[src/rtl/mux4way16_rr_arbiter.sv]
// Four-requester round-robin arbiter sharing one 16-bit channel through a
// Mux4Way16 and a one-entry valid/ready output register.

module mux4way16 #(
  parameter int VEC_W = 16
) (
  input  logic [3:0][VEC_W-1:0] din,
  input  logic [1:0]            sel,
  output logic [VEC_W-1:0]      dout
);
  assign dout = din[sel];
endmodule

module mux4way16_rr_lane #(
  parameter int LANE = 0
) (
  input  logic       grant_en,
  input  logic       req,
  input  logic [1:0] gidx,
  output logic       ack
);
  assign ack = grant_en & req & (gidx == 2'(LANE));
endmodule

module mux4way16_rr_arbiter #(
  parameter bit RR_ENABLE = 1'b1
) (
  input  logic        clk,
  input  logic        rst_n,
  input  logic        req_a,
  input  logic        req_b,
  input  logic        req_c,
  input  logic        req_d,
  input  logic [15:0] in_a,
  input  logic [15:0] in_b,
  input  logic [15:0] in_c,
  input  logic [15:0] in_d,
  output logic        ack_a,
  output logic        ack_b,
  output logic        ack_c,
  output logic        ack_d,
  output logic [15:0] out,
  output logic [1:0]  out_src,
  output logic        out_valid,
  input  logic        out_ready
);
  localparam int NUM_LANES = 4;
  localparam int VEC_W     = 16;

  typedef enum logic {EMPTY, FULL} state_t;

  state_t                              state_q, state_d;
  logic [1:0]                          ptr_q, gidx, idx;
  logic                                found, any_req, load, grant_en;
  logic [NUM_LANES-1:0]                req, ack;
  logic [NUM_LANES-1:0][VEC_W-1:0]     din;
  logic [VEC_W-1:0]                    mux_out, out_q;
  logic [1:0]                          src_q;

  assign req = {req_d, req_c, req_b, req_a};
  assign din = {in_d, in_c, in_b, in_a};

  assign any_req  = |req;
  assign load     = (state_q == EMPTY) | out_ready;
  // rst_n gates the grant so acks stay low for the whole reset window
  assign grant_en = rst_n & load & any_req;

  always_comb begin
    gidx  = '0;
    idx   = '0;
    found = 1'b0;
    for (int k = 0; k < NUM_LANES; k++) begin
      idx = RR_ENABLE ? (ptr_q + 2'(k)) : 2'(k);
      if (!found && req[idx]) begin
        gidx  = idx;
        found = 1'b1;
      end
    end
  end

  genvar gl;
  generate
    for (gl = 0; gl < NUM_LANES; gl++) begin : g_lane
      mux4way16_rr_lane #(.LANE(gl)) u_lane (
        .grant_en (grant_en),
        .req      (req[gl]),
        .gidx     (gidx),
        .ack      (ack[gl])
      );
    end
  endgenerate

  assign {ack_d, ack_c, ack_b, ack_a} = ack;

  mux4way16 #(.VEC_W(VEC_W)) u_mux (
    .din  (din),
    .sel  (gidx),
    .dout (mux_out)
  );

  always_comb begin
    state_d = state_q;
    case (state_q)
      EMPTY:   if (grant_en) state_d = FULL;
      FULL:    if (grant_en) state_d = FULL;
               else if (out_ready) state_d = EMPTY;
      default: state_d = EMPTY;
    endcase
  end

  always_ff @(posedge clk or negedge rst_n) begin
    if (!rst_n) begin
      state_q <= EMPTY;
      out_q   <= '0;
      src_q   <= '0;
      ptr_q   <= '0;
    end else begin
      state_q <= state_d;
      if (grant_en) begin
        out_q <= mux_out;
        src_q <= gidx;
        ptr_q <= gidx + 2'd1;
      end
    end
  end

  assign out       = out_q;
  assign out_src   = src_q;
  assign out_valid = (state_q == FULL);
endmodule

[config.mk]
export PLATFORM = sky130hd
export DESIGN_NAME = mux4way16_rr_arbiter
export DESIGN_NICKNAME = d
export VERILOG_FILES = /design/src/rtl/mux4way16_rr_arbiter.sv
export SDC_FILE = /design/constraint.sdc
export NUM_CORES = 1
export LEC_CHECK = 0
export ABC_AREA = 1
export CELL_PAD_IN_SITES_DETAIL_PLACEMENT = 1
export CELL_PAD_IN_SITES_GLOBAL_PLACEMENT = 2
export CORE_MARGIN = 5
export CORE_UTILIZATION = 20
export CTS_BUF_LIST = sky130_fd_sc_hd__clkbuf_4 sky130_fd_sc_hd__clkbuf_8
export DETAILED_ROUTE_END_ITERATION = 6
export HOLD_SLACK_MARGIN = 0.03
export PLACE_DENSITY = 0.82
export SKIP_LAST_GASP = 1
export SLEW_MARGIN = 0
export SYNTH_ARGS = -nofsm -noshare
export SYNTH_HDL_FRONTEND = slang
export SYNTH_SLANG_ARGS = --single-unit
[constraint.sdc]
create_clock -name clk -period 2.6 [get_ports clk]
set_input_delay 0.52 -clock clk [delete_from_list [all_inputs] [get_ports clk]]
set_output_delay 0.52 -clock clk [all_outputs]
set_load 0.005 [all_outputs]
; After elaboration in Yosys (flattened, before gate mapping)
; Cells that the tools add are included.
[word_totals]
elab_cells = 57
reg_bits = 21
[classes]
order_cmp = 5
n_addsub = 4
bitwise_logic = 12
mux = 21
eq_ne = 3
reduce_logical = 8
[op_table]
columns = cell, n
row1 = $bmux 16 s2, 1
row2 = $mux 16, 1
row3 = $lt 2x3->1 const B, 5
row4 = $and 1x1->1, 10
row5 = $mux 1, 10
row6 = $bmux 1 s2, 4
row7 = $mux 2, 4
row8 = $add 2x1->2 const B, 2
row9 = $add 2x2->2 const B, 2
row10 = $eq 2x2->1 const B, 2
row11 = $reduce_or 4->1, 1
row12 = $logic_and 1x1->1, 3
row13 = $logic_not 1->1, 3
row14 = $eq 2x1->1 const B, 1
row15 = $logic_not 2->1, 1
row16 = $pmux 1 s2, 1
row17 = $not 1->1, 1
row18 = $or 1x1->1, 1

; Depth between registers and ports, before layout
[logic_depth]
depth_word = 14
depth_mapped = 13
ltp_nobuf = 12

; Modules after synthesis
; Synthesis repeated with hierarchy kept, for this count alone.
[unflattened]
hier_cells = 360
area_unflattened_um2 = 2088.3
[by_module_without_submodules]
columns = module, instances, area_each_um2, cells_each, seq_area_each_um2
row1 = mux4way16_rr_arbiter, 1, 1214.9, 156, 525.5
row2 = mux4way16, 1, 805.8, 188, 0.0
row3 = mux4way16_rr_lane (g_lane[1].u_lane ...), 2, 17.5, 4, 0.0
row4 = mux4way16_rr_lane (g_lane[0].u_lane), 1, 21.3, 5, 0.0
row5 = mux4way16_rr_lane (g_lane[3].u_lane), 1, 11.3, 3, 0.0

; Worst setup path after synthesis
; Ideal clock, no wire load.
[synth_timing]
kind = input to output
from = in req_d
to = out ack_a
arrival_ps = 1587
required_ps = 2080
setup_slack_ps = 493
path_buffers = 1
cell_stages = 10
cell_sequence = inv_1 -> nand2_1 -> nand3_1 -> nand2_1 -> nor2_1 -> nand2_1 -> nand2_2 -> buf_4 -> nand4_1 -> nor3_1
[synth_via]
elab_chain_cells = 14
[synth_rtl]
columns = item, line
row1 = from (decl), 33  ; input logic req_d,
row2 = $bmux 1 s2, 74  ; if (!found && req[idx]) begin
row3 = $mux 1 (implied by the code), 74
row4 = $mux 1, 74
row5 = $logic_not 1->1, 74
row6 = $logic_and 1x1->1, 74
row7 = $mux 1, 74
row8 = $logic_not 1->1, 74
row9 = $logic_and 1x1->1, 74
row10 = $mux 1, 74
row11 = $logic_not 1->1, 74
row12 = $logic_and 1x1->1, 74
row13 = $mux 2, 74
row14 = $logic_not 2->1, 22  ; assign ack = grant_en & req & (gidx == 2'(LANE));
row15 = $and 1x1->1 *, 22
row16 = to (decl), 38  ; output logic ack_a,
; Mark *: on every way between the ends. The rest lies on a longest branch, timed or not. The select of a mux whose other input is x is not followed.

; Worst setup path after layout
[layout_timing]
from = reg ptr_q[0]
to = out ack_a
[layout_via]
elab_chain_cells = 14
[layout_rtl]
columns = item, line
row1 = from (decl), 53  ; logic [1:0] ptr_q, gidx, idx;
row2 = from (signal assigned), 122  ; ptr_q <= gidx + 2'd1;
row3 = branches (longest 11 deep; another with $add 2x1->2), -
row4 = $mux 2 *, 74
row5 = $logic_not 2->1 *, 22
row6 = $and 1x1->1 *, 22
; Every way passes the cells marked *. The select of a mux whose other input is x is not followed.

==> results.tsv <==
metric	value	unit
status	complete, no violations	
first_global_vias	2787	
dpl-instance-area	3094	um^2
ant_nets	0	
r2r_setup_slack	0.08	ns
worst_setup_path_end_kind	primary output	
synth.most_common_cell	nand2_1	
ios	94	
finalHoldViolCount	0	
path_clk_slew	0.08	ns
cts_buffers	3	
async_flop_share	1.000	
grt_max_degree	22	
maxSlewHeadroom	0.7667	
fin_area	3423	um^2
die_area	11540	um^2
ctsLongestPathBuffers	2	
cts_tree	built	
vias	2555	
gp_congestion	0.8018	
finClkSkew	0.002505	ns
synth_top_family_by_area	simple AND/OR/NAND/NOR gates	
firstDrtPassIters	4	
routed_wl	8772	um
critPathMaxStageDelay	0.48	ns
drv_cap	0	
power_density	1161	nW/um^2
dp_hpwl	6175	um
cp.required	2.08	ns
synth_compound_area_frac	0.01318	
clkLatencyLatePin	0.26	ns
synth.yosys.seq_area_share	0.2769	
fin_util	0.3705	
synthesis.area	1898	um^2
die_h	107.4	um
synth_common_cells	nand2_1, inv_1, nand3_1	
num-nets-final	522	
synth_fa_ha_area_frac	0	
hold_path_class	flip-flop to flip-flop	
synth_top_cells_by_area	dfrtp_1, nand2_1, inv_1	
drc	0	
yosys_warnings	0	
grt_usage	0.1464	
fill_cells	1187	
antenna_found_initial	0	
area_growth	80.36	%
yosys-mux-area-fraction	0	
root_buffer	clkbuf_8	
p_leak	1.792	nW
fin_crit	2.575	ns
antenna_cells	0	
synth_nets	389	
worst_slew_pin_slew	0.3495	ns
synth_seq_cells	21	
drv_slew	0	
synth_xor_area_frac	0	
crit_arrival	2.06	ns
initial_core_util	0.2054	
cp_slowest_cell	dfrtp_2	
hold_buffers	0	
netlist.area_leader.share	0.2769	
critPathKind	flip-flop to primary output	
post-route-period-util	0.9904	
portBuffers	93	
rsz0062_at_grt	yes	
synth_edf_count	0	
setup_viol	0	
drt-vias-per-instance	4.413	
crit_fanout	6	
worst_ir_drop_vdd	0.0004815	V
rows	35	
die_w	107.4	um
clock_sinks	21	
syn_area_per_cell	5.969	um^2
synth_area_leader_cell	dfrtp_1	
holdWs	0.5017	ns
path_cells	clkinv_4 > buf_6 > nand2_2 > nand2_1 > nand2_1 > nand2_2 > nor2_2 > nand2_1 > nand2_2 > nand4_1 > buf_4 > nor3_2 > buf_2	
htreeDepth	1	
wire_per_inst	15.15	um
drtIter0Drc	95	
overflow	0	
timing.fmax	388.3	MHz
core	9240	um^2
grt_pass1_wl	13720	um
syn_inst	318	
drive_gt1_frac	0.2156	
synth_top_flop_cell	dfrtp_1	
synth.distinct_cells	20	
cp-start-kind	flip-flop	
yosys.area_share.simple	0.5016	
## cell families after synthesis
| group | count (synthesis) |
|---|---|
| buffers and inverters | 94 |
| AND/OR/NAND/NOR | 198 |
| AO/OA/AOI/OAI | 5 |
| flip-flops | 21 |
## per-stage QoR
stage | worst slack (ns) | cells | power [mW] | TNS [ns]
6_report | 0.02499 | 579 | 3.976 | 0
5_1_grt | -0.09849 | 579 | 4.322 | -0.4072
4_1_cts | 0.003663 | 570 | 3.729 | 0
3_5_place_dp | -0.5170 | 551 | 3.105 | -1.977
3_3_place_gp | -0.4252 | 551 | 3.066 | -1.682
2_1_floorplan | 0.4933 | 318 | 2.092 | 0
## sequential cells by signal, summed over array words and instances (netlist names)
name / cells
out: 16
out_valid: 1
out_src: 2
ptr_q: 2
## timing repair
action                                  in CTS  in global routing
endpoints found under the setup margin       4                  4
resized for setup                           31                 28
pin swaps                                   12                 21
buffers inserted                            15                  9
## final timing paths
check                                 from         end  cells past startpoint
worst max-delay path              ptr_q[0]       ack_a                     13
worst min-delay path            out_src[1]  out_src[1]                      2
worst max register to register    ptr_q[0]      out[3]                     18
worst min register to register  out_src[1]  out_src[1]                      2
max in group asynchronous            rst_n    ptr_q[0]                      2
min in group asynchronous            rst_n   out_valid                      2
## where the power goes
group	internal (mW)	switching (mW)	leakage [nW]
sequential	0.490	0.129	0.254
combinational	1.45	1.67	1.51
clock	0.120	0.116	0.0262
total	2.06	1.91	1.79
## worst max-delay path, delay by kind of cell, from the launching register on
| kind | cells | cell delay, ns |
|---|---|---|
| flip-flops | 1 | 0.48 |
| AND/OR/NAND/NOR | 9 | 0.77 |
| buffers and inverters | 4 | 0.55 |
## cells in the final DEF, fill, tap and decap left out, drive strengths merged, types with 5 or more instances in the layout
master,count
nand2,101
clkdlybuf4s50,85
inv,76
buf,54
nand3,53
nand4,37
dfrtp,21
clkbuf,6
o21ai,5
## area by class of cell
cell class                      count  area, um^2  share of cell area
Clock buffer                        4       48.80             0.01425
Inverter                           77       294.0             0.08589
Multi-Input combinational cell    203        1081              0.3158
Sequential cell                    21       526.8              0.1539
Tap cell                          129       161.4             0.04715
Timing Repair Buffer              145        1311              0.3830
## metal layers
| layer | up-vias | wire [um] | track usage |
|---|---|---|---|
| met5 | - | 0 | 0 |
| met4 | 0 | 38 | 0.01533 |
| met3 | 4 | 461 | 0.03239 |
| met2 | 74 | 4256 | 0.2516 |
| met1 | 1215 | 4015 | 0.1941 |
| li1 | 1262 | - | - |
Power figures use the tool's default switching activity.
